### config.mk
export PLATFORM = sky130hd
export DESIGN_NAME = l1_l2_arbiter
export DESIGN_NICKNAME = d
export VERILOG_FILES = /design/src/rtl/l1_l2_arbiter.sv
export SDC_FILE = /design/constraint.sdc
export NUM_CORES = 1
export LEC_CHECK = 0
export CAP_MARGIN = 20
export CORE_AREA = 2 2 544 546
export CTS_CLUSTER_SIZE = 25
export DETAILED_ROUTE_END_ITERATION = 8
export DIE_AREA = 0 0 546 548
export GPL_TIMING_DRIVEN = 1
export PLACE_DENSITY = 0.31
export SLEW_MARGIN = 20
export SYNTH_ARGS = -nofsm -noshare
export SYNTH_HDL_FRONTEND = slang
export SYNTH_SLANG_ARGS = --single-unit
### constraint.sdc
create_clock -name clk -period 2.05 [get_ports clk]
set_input_delay 0.41 -clock clk [delete_from_list [all_inputs] [get_ports clk]]
set_output_delay 0.41 -clock clk [all_outputs]
set_load 0.005 [all_outputs]
### src/rtl/l1_l2_arbiter.sv
// l1_l2_arbiter: round-robin arbiter between I-cache and D-cache misses, registering the winner's command toward L2.
module l1_l2_arbiter #(
    parameter int width = 256
) (
    input  logic             clk,
    input  logic             rst_n,
    input  logic             icache_read,
    input  logic [31:0]      icache_address,
    output logic [width-1:0] icache_rdata,
    output logic             icache_resp,
    input  logic             dcache_read,
    input  logic             dcache_write,
    input  logic [31:0]      dcache_address,
    input  logic [width-1:0] dcache_wdata,
    input  logic [3:0]       dcache_byte_enable,
    output logic [width-1:0] dcache_rdata,
    output logic             dcache_resp,
    output logic             l2_read,
    output logic             l2_write,
    output logic [31:0]      l2_address,
    output logic [width-1:0] l2_wdata,
    output logic [3:0]       l2_byte_enable,
    output logic             l2_src,
    input  logic [width-1:0] l2_rdata,
    input  logic             l2_resp
);
    typedef enum logic [1:0] {IDLE, GRANT_I, GRANT_D, RECOVER} state_t;
    state_t state, state_next;
    logic last_served, last_next;
    logic read_next, write_next, src_next;
    logic [31:0] address_next;
    logic [width-1:0] wdata_next;
    logic [3:0] byte_enable_next;
    logic i_req, d_req;
    assign i_req = icache_read;
    assign d_req = dcache_read | dcache_write;
    assign icache_rdata = l2_rdata;
    assign dcache_rdata = l2_rdata;
    assign icache_resp = l2_resp & (state == GRANT_I);
    assign dcache_resp = l2_resp & (state == GRANT_D);
    always_comb begin
        state_next = state;
        last_next = last_served;
        read_next = l2_read;
        write_next = l2_write;
        address_next = l2_address;
        wdata_next = l2_wdata;
        byte_enable_next = l2_byte_enable;
        src_next = l2_src;
        case (state)
            IDLE: begin
                // last_served==1 means the D-cache went last, so a tie goes to the I-cache
                if (i_req & (~d_req | last_served)) begin
                    state_next = GRANT_I;
                    read_next = 1'b1;
                    write_next = 1'b0;
                    address_next = icache_address;
                    wdata_next = '0;
                    byte_enable_next = 4'hF;
                    src_next = 1'b0;
                end else if (d_req) begin
                    state_next = GRANT_D;
                    read_next = dcache_read & ~dcache_write;
                    write_next = dcache_write;
                    address_next = dcache_address;
                    wdata_next = dcache_wdata;
                    byte_enable_next = dcache_byte_enable;
                    src_next = 1'b1;
                end
            end
            GRANT_I, GRANT_D: begin
                if (l2_resp) begin
                    state_next = RECOVER;
                    last_next = (state == GRANT_D);
                    read_next = 1'b0;
                    write_next = 1'b0;
                    address_next = '0;
                    wdata_next = '0;
                    byte_enable_next = '0;
                    src_next = 1'b0;
                end
            end
            RECOVER: state_next = IDLE;
            default: state_next = IDLE;
        endcase
    end
    always_ff @(posedge clk or negedge rst_n) begin
        if (!rst_n) begin
            state <= IDLE;
            last_served <= 1'b1;
            l2_read <= 1'b0;
            l2_write <= 1'b0;
            l2_address <= '0;
            l2_wdata <= '0;
            l2_byte_enable <= '0;
            l2_src <= 1'b0;
        end else begin
            state <= state_next;
            last_served <= last_next;
            l2_read <= read_next;
            l2_write <= write_next;
            l2_address <= address_next;
            l2_wdata <= wdata_next;
            l2_byte_enable <= byte_enable_next;
            l2_src <= src_next;
        end
    end
endmodule

==> results of run 1 <==
-- Yosys cell counts, types with 2 or more instances --
| cell | number |
|---|---|
| a21oi_1 | 3 |
| a22o_1 | 257 |
| and2_1 | 2 |
| buf_1 | 7 |
| buf_2 | 29 |
| buf_4 | 512 |
| clkbuf_1 | 34 |
| dfrtp_1 | 297 |
| ha_1 | 4 |
| inv_1 | 3 |
| mux2_2 | 2 |
| mux2i_1 | 33 |
| nand2_1 | 38 |
| nor2_1 | 9 |
| o21ai_0 | 37 |
| or3_1 | 2 |
-- stage by stage --
stage	power [mW]	util (%)	hold slack, ns	instances	setup TNS (ns)
2_1_floorplan	17.2	-	0.114	1275	0
3_3_place_gp	27.9	7.68	0.311	5318	-121.31
3_5_place_dp	28.1	7.68	0.313	5318	-108.22
4_1_cts	41.3	8.49	0.127	5436	-46.64
5_1_grt	43.7	8.55	0.161	5452	-66.44
6_report	40.6	8.57	0.195	5473	-32.34
-- worst paths after layout --
check	start	endpoint	slack, ns
max	state[0]$_DFFE_PN0P_	l2_wdata[60]$_DFFE_PN0P_	-0.21
min	rst_n	l2_wdata[155]$_DFFE_PN0P_	0.19
max reg2reg	state[0]$_DFFE_PN0P_	l2_wdata[60]$_DFFE_PN0P_	-0.21
min reg2reg	l2_src$_DFFE_PN0P_	l2_src$_DFFE_PN0P_	0.48
max in group asynchronous	rst_n	l2_wdata[66]$_DFFE_PN0P_	1.04
min in group clk	dcache_byte_enable[0]	l2_byte_enable[0]$_DFFE_PN0P_	0.31
-- flip-flops by register name, summed over array words and instances, names as in the netlist --
| register | flops |
|---|---|
| l2_address | 32 |
| l2_byte_enable | 4 |
| l2_read | 1 |
| l2_src | 1 |
| l2_wdata | 256 |
| l2_write | 1 |
| last_served | 1 |
| state | 2 |
-- cells by family after synthesis --
family          count (synthesis)  share of synthesized area, %
buf+inv                       585                          28.2
mux                            35                          2.40
flops                         298                          50.7
compound gates                299                          16.8
simple gates                   54                          1.58
fa+ha+maj                       4                         0.340
-- worst max-delay path: stages (launching register included) --
cell     delay (ns)
dfrtp_1        0.38
inv_2          0.08
ha_4           0.21
nor2b_4        0.12
or3_4          0.40
buf_12         0.18
buf_16         0.18
buf_12         0.20
a22o_1         0.26
-- power groups by stage --
stage                     Sequential, mW  Combinational, mW  Clock [mW]
after detailed placement            9.27               18.8           0
after floorplan                     9.14               8.04           0
after CTS                           9.19               23.1        8.93
after global placement              9.29               18.7           0
after global routing                9.40               25.2        9.08
final                               9.15               23.1        8.35
-- layout by cell type, fill, tap and decap left out, types with 7 or more instances in the layout --
master,netlist,final
nor2_1,9,9
nand2_1,38,38
mux2i_1,33,33
clkbuf_16,0,53
buf_8,0,10
o21ai_0,37,37
clkdlybuf4s50_1,0,450
clkbuf_1,34,12
clkdlybuf4s15_1,0,24
a22o_1,257,257
buf_4,512,74
buf_12,0,24
dfrtp_1,297,297
dlygate4sd2_1,0,83
clkinv_2,0,8
diode_2,0,28
clkbuf_8,0,7
buf_6,0,15
buf_16,0,19
clkdlybuf4s15_2,0,43
-- layer usage --
| metal | part of all wire [%] | up-vias | track usage, % |
|---|---|---|---|
| met4 | 4.5 | 18 | 3.48 |
| met1 | 33 | 5128 | 8.42 |
| met5 | 0.19 | - | 0.570 |
| li1 | - | 4438 | - |
| met3 | 20 | 432 | 8.71 |
| met2 | 42 | 1133 | 13.7 |
-- repair_timing --
item	4_1_cts	5_1_grt
hold endpoints to repair	208	0
setup buffers	16	6
cloned	18	7
pin swaps	35	9
hold buffers	1	0
gates resized for setup	334	21
endpoints found under the setup margin	505	382
-- area by class of cell --
type                            count  area share [%]
Timing Repair Buffer              750            31.8
Clock inverter                     17           0.797
Tap cell                         3919            19.5
Clock buffer                       66            5.24
Multi-Input combinational cell    392            12.6
Sequential cell                   298            29.7
Antenna cell                       28           0.279
Inverter                            3          0.0448
==> results.json, run 1 <==
{
  "p_seq_share_pct": 22.5,
  "vias": 11100,
  "antenna_found_initial": 118,
  "grt_max_degree": 72,
  "wl_per_cell_um": 26.0,
  "p_leak_nw": 9.62,
  "die_w_um": 546,
  "finalWorstSetupSlack_ns": -0.210,
  "num-nets-final": 2081,
  "dr.first_iter.drc_count": 485,
  "fillers": 33900,
  "grt.total_usage_pct": 9.11,
  "slew_violations": 0,
  "ir_drop_uv": 863,
  "start_util_pct": 5.02,
  "max_cap_viol_count": 0,
  "rsz0062_at_grt": "yes",
  "preCtsSetupSlack_ns": -0.456,
  "grt_pass1_vias": 11700,
  "place.port_buffers": 626,
  "skew_ns": 0.0595,
  "postRouteAntennaNets": 0,
  "gp_congestion": 0.736,
  "postPlaceCellArea_mm2": 0.0225,
  "seq_area_frac_synth_pct": 50.7,
  "cp_max_fo": 32,
  "dp_hpwl_um": 121000,
  "finalCritPeriodShare_pct": 110,
  "yosys.area.top_type": "dfrtp_1",
  "final_cell_area_mm2": 0.0251,
  "seq_area_mm2": 0.00746,
  "num_io_pins": 1395,
  "synth_nets": 1865,
  "yosys_most_used_dff": "dfrtp_1",
  "synth_edf_count": 0,
  "post-route-min-period_ns": 2.26,
  "syn_area_per_cell_um2": 11.5,
  "clk_path_buf_depth": 3,
  "hold_path.class": "in -> async",
  "viasPerCell": 2.04,
  "netSwitchingPower_mw": 16.5,
  "path_clk_slew_ns": 0.06,
  "synth_top_area_share_pct": 50.5,
  "hold_viol_final": 0,
  "cp.required_ns": 2.58,
  "clkPwrFrac_pct": 20.6,
  "core_mm2": 0.293,
  "timing.slew.headroom_pct": 66.2,
  "first_pass_iters": 4,
  "synth_area_leaders": "dfrtp_1 (51%), buf_4 (26%), a22o_1 (15%)",
  "multi_input_area_mm2": 0.00316,
  "p_int_mw": 24.1,
  "numCtsBuffers": 46,
  "status": "finished, violations left",
  "h-tree-depth": 2,
  "cts_tree": "done",
  "worstRegToRegCells": 8,
  "drt_wl_total_um": 142000,
  "ys_ff_latch": 298,
  "power_density_mw_per_mm2": 1620,
  "die-area_mm2": 0.299,
  "clock_sinks": 298,
  "yosysUniqueCellTypes": 22,
  "drive_gt1_share_pct": 18.3,
  "async_reset_ff_share_pct": 100,
  "startpoint_type": "flop",
  "worst_pin_slew_ns": 0.509,
  "syn_to_final_growth_pct": 70.7,
  "cts_root_buffer": "clkbuf_16",
  "combPwrFrac_pct": 56.9,
  "violations": "setup timing",
  "overflow": 0,
  "num_rows": 199,
  "worstPathArrival_ns": 2.79,
  "clk_latency_ns": 0.69,
  "drc": 0,
  "final-setup-viol-count": 277,
  "yosysWarnings": 0,
  "power.share.switching_pct": 40.7,
  "fmax_ghz": 0.443,
  "netlist_area_mm2": 0.0147,
  "end_kind": "flop",
  "die_h_um": 548,
  "path_class": "reg -> reg",
  "grt_pass1_wl_um": 169000,
  "syn_inst": 1275
}
Note: power is estimated with default switching activity, not from simulation.
==> run 2, diff against run 1 <==
- CAP_MARGIN: 20 -> not set
==> results of run 2 <==
Same layout as run 1: the final DEF is identical, and so are final timing and power.
==> run 3, diff against run 2 <==
- CELL_PAD_IN_SITES_DETAIL_PLACEMENT: not set -> 1
- CELL_PAD_IN_SITES_GLOBAL_PLACEMENT: not set -> 1
- CORE_AREA: 2 2 544 546 -> 2 2 537 539
- DIE_AREA: 0 0 546 548 -> 0 0 539 541
- GPL_TIMING_DRIVEN: 1 -> 0
- PLACE_DENSITY: 0.31 -> 0.36
==> run 3 against run 2 <==
  * The flow still finishes with violations (setup timing)
  * Worst setup slack got worse by 0.11 ns
  * Sequential cell count unchanged
  * Power increased by 15%
  * Core utilization increased by 3.6 points
  * Global-route usage increased by 0.87 points
  * Sequential share of layout area decreased by 8.2 points
  * Sequential power increased by 1%
  * Clock skew decreased by 0.018 ns
  * Worst hold slack improved by 0.060 ns
  * Largest power group unchanged
==> results.json, run 3 (synthesized netlist as in run 1, its figures left out) <==
{
  "status": "finished, violations left",
  "violations": "setup timing",
  "overflow": 0,
  "grt_max_degree": 82,
  "startpoint_type": "flop",
  "die-area_mm2": 0.292,
  "top_register": "l2_wdata",
  "hold_viol_final": 0,
  "finalWorstSetupSlack_ns": -0.318,
  "clock_sinks": 298,
  "die_w_um": 539,
  "postRouteAntennaNets": 0,
  "worstRegToRegCells": 9,
  "drt_wl_total_um": 152000,
  "final_cell_area_mm2": 0.0348,
  "clk_path_buf_depth": 3,
  "dp_hpwl_um": 129000,
  "skew_ns": 0.0415,
  "dr.first_iter.drc_count": 499,
  "worstReg2RegEnd": "l2_wdata[52]$_DFFE_PN0P_",
  "critPathBufInv": 5,
  "tns_ns": -51.77,
  "ir_drop_uv": 897,
  "rsz0062_at_grt": "yes",
  "worstPathArrival_ns": 2.89,
  "grt_pass1_vias": 16300,
  "clk_latency_ns": 0.68,
  "final-setup-viol-count": 292,
  "reg_top3": "l2_wdata (256), l2_address (32), l2_byte_enable (4)",
  "largest_reg_flops": 256,
  "crit_chain": "inv_2 > ha_4 > nor2b_4 > or3_4 > buf_6 > buf_12 > clkbuf_16 > clkbuf_16 > a22o_1",
  "cp_max_fo": 8,
  "path_class": "reg -> reg",
  "drc": 0,
  "place.port_buffers": 1138,
  "power_density_mw_per_mm2": 1350,
  "fillers": 33300,
  "cts_root_buffer": "clkbuf_16",
  "postPlaceCellArea_mm2": 0.0311,
  "cpPeakStageDelay_ns": 0.40,
  "numCtsBuffers": 47,
  "num-nets-final": 3135,
  "start_util_pct": 5.14,
  "post-route-min-period_ns": 2.37,
  "core_mm2": 0.286,
  "path_delay_family": "buffers and inverters",
  "final_cell_mix": "clkdlybuf4s50_1 (886), buf_4 (538), dfrtp_1 (288)",
  "gp_congestion": 0.865,
  "die_h_um": 541,
  "num_io_pins": 1395,
  "r2r-start": "state[0]$_DFFE_PN0P_",
  "h-tree-depth": 2,
  "antenna_found_initial": 73,
  "wl_per_cell_um": 23.8,
  "cts_tree": "done",
  "vias": 15200,
  "r2r_slack_ns": -0.32,
  "syn_to_final_growth_pct": 137,
  "grt_pass1_wl_um": 188000,
  "drive_gt1_share_pct": 33.8,
  "num_rows": 197,
  "grt.total_usage_pct": 9.98,
  "worst_path_most_repeated_cell": "clkbuf_16",
  "fmax_ghz": 0.422,
  "whs_ns": 0.254,
  "slew_violations": 0,
  "max_cap_viol_count": 0,
  "finalCritPeriodShare_pct": 116,
  "worst_pin_slew_ns": 0.541,
  "path_clk_slew_ns": 0.07,
  "cp.required_ns": 2.57,
  "viasPerCell": 2.37,
  "hold_path.class": "in -> async",
  "p_leak_nw": 14.9,
  "final_common_cell": "clkdlybuf4s50_1",
  "end_kind": "flop",
  "timing.slew.headroom_pct": 63.9,
  "first_pass_iters": 4,
  "cp_slowest_cell": "dfrtp_1"
}
[run 3: cell count changes in the layout (fill, tap and decap cells not counted), sizes merged, moves of 2 or more]
cell,before,now
bufinv,3,1
dlygate4sd2,83,188
buf,143,632
diode,28,34
clkdlybuf4s15,67,53
clkdlybuf4s50,450,886
clkbuf,72,111
[run 3: stage by stage]
stage	instances	total power [mW]	utilization, %	worst slack, ns
6_report	6397	46.9	12.2	-0.318
5_1_grt	6369	50.4	12.1	-0.423
4_1_cts	6364	48.6	12.1	-0.484
3_5_place_dp	6198	30.5	10.8	-1.97
3_3_place_gp	6194	30.4	10.8	-16.41
2_1_floorplan	1275	17.2	-	0.0107
[run 3: final cells by class]
cell class	instances	area, um2	share of cell area (%)
repair buffers	1228	12600	36.3
flip-flops and latches	298	7470	21.4
plain buffers	575	4940	14.2
well taps	3781	4730	13.6
multi-input cells	392	3420	9.82
clock buffers	71	1390	3.98
clock inverters	15	146	0.420
diodes	34	85.1	0.244
inverters	3	11.3	0.0323
[run 3: worst max-delay path by stage]
stage                               startpoint  cells past startpoint                         to
after floorplan           state[0]$_DFFE_PN0P_                      9  l2_wdata[100]$_DFFE_PN0P_
after global placement                   rst_n                      1   l2_wdata[78]$_DFFE_PN0P_
after detailed placement          dcache_write                      7   l2_wdata[55]$_DFFE_PN0P_
after CTS                 state[1]$_DFFE_PN0P_                     13  l2_wdata[120]$_DFFE_PN0P_
after global routing      state[0]$_DFFE_PN0P_                     11  l2_wdata[122]$_DFFE_PN0P_
final                     state[0]$_DFFE_PN0P_                      9   l2_wdata[52]$_DFFE_PN0P_
[run 3: routing by layer]
metal	routed length (um)	vias up	track usage (%)
li1	-	6558	-
met1	54300	7356	10.5
met2	72500	1069	16.8
met3	22000	167	6.09
met4	3380	14	2.20
met5	92	-	0
[run 3: report_power, final]
part	leakage, nW	total, mW	switching [mW]	internal [mW]
Combinational	10.2	29.2	14.2	15.1
Clock	0.749	8.42	3.63	4.79
Sequential	3.91	9.28	1.28	8.00
Total	14.9	46.9	19.1	27.8
[run 3: timing repair]
| item | in CTS | in global routing |
|---|---|---|
| setup buffers | 52 | 11 |
| hold buffers | 1 | 0 |
| setup endpoints to repair | 548 | 307 |
| cloned | 29 | 6 |
| gates resized for setup | 644 | 122 |
| pin swaps | 63 | 69 |
| endpoints found under the hold margin | 46 | 0 |
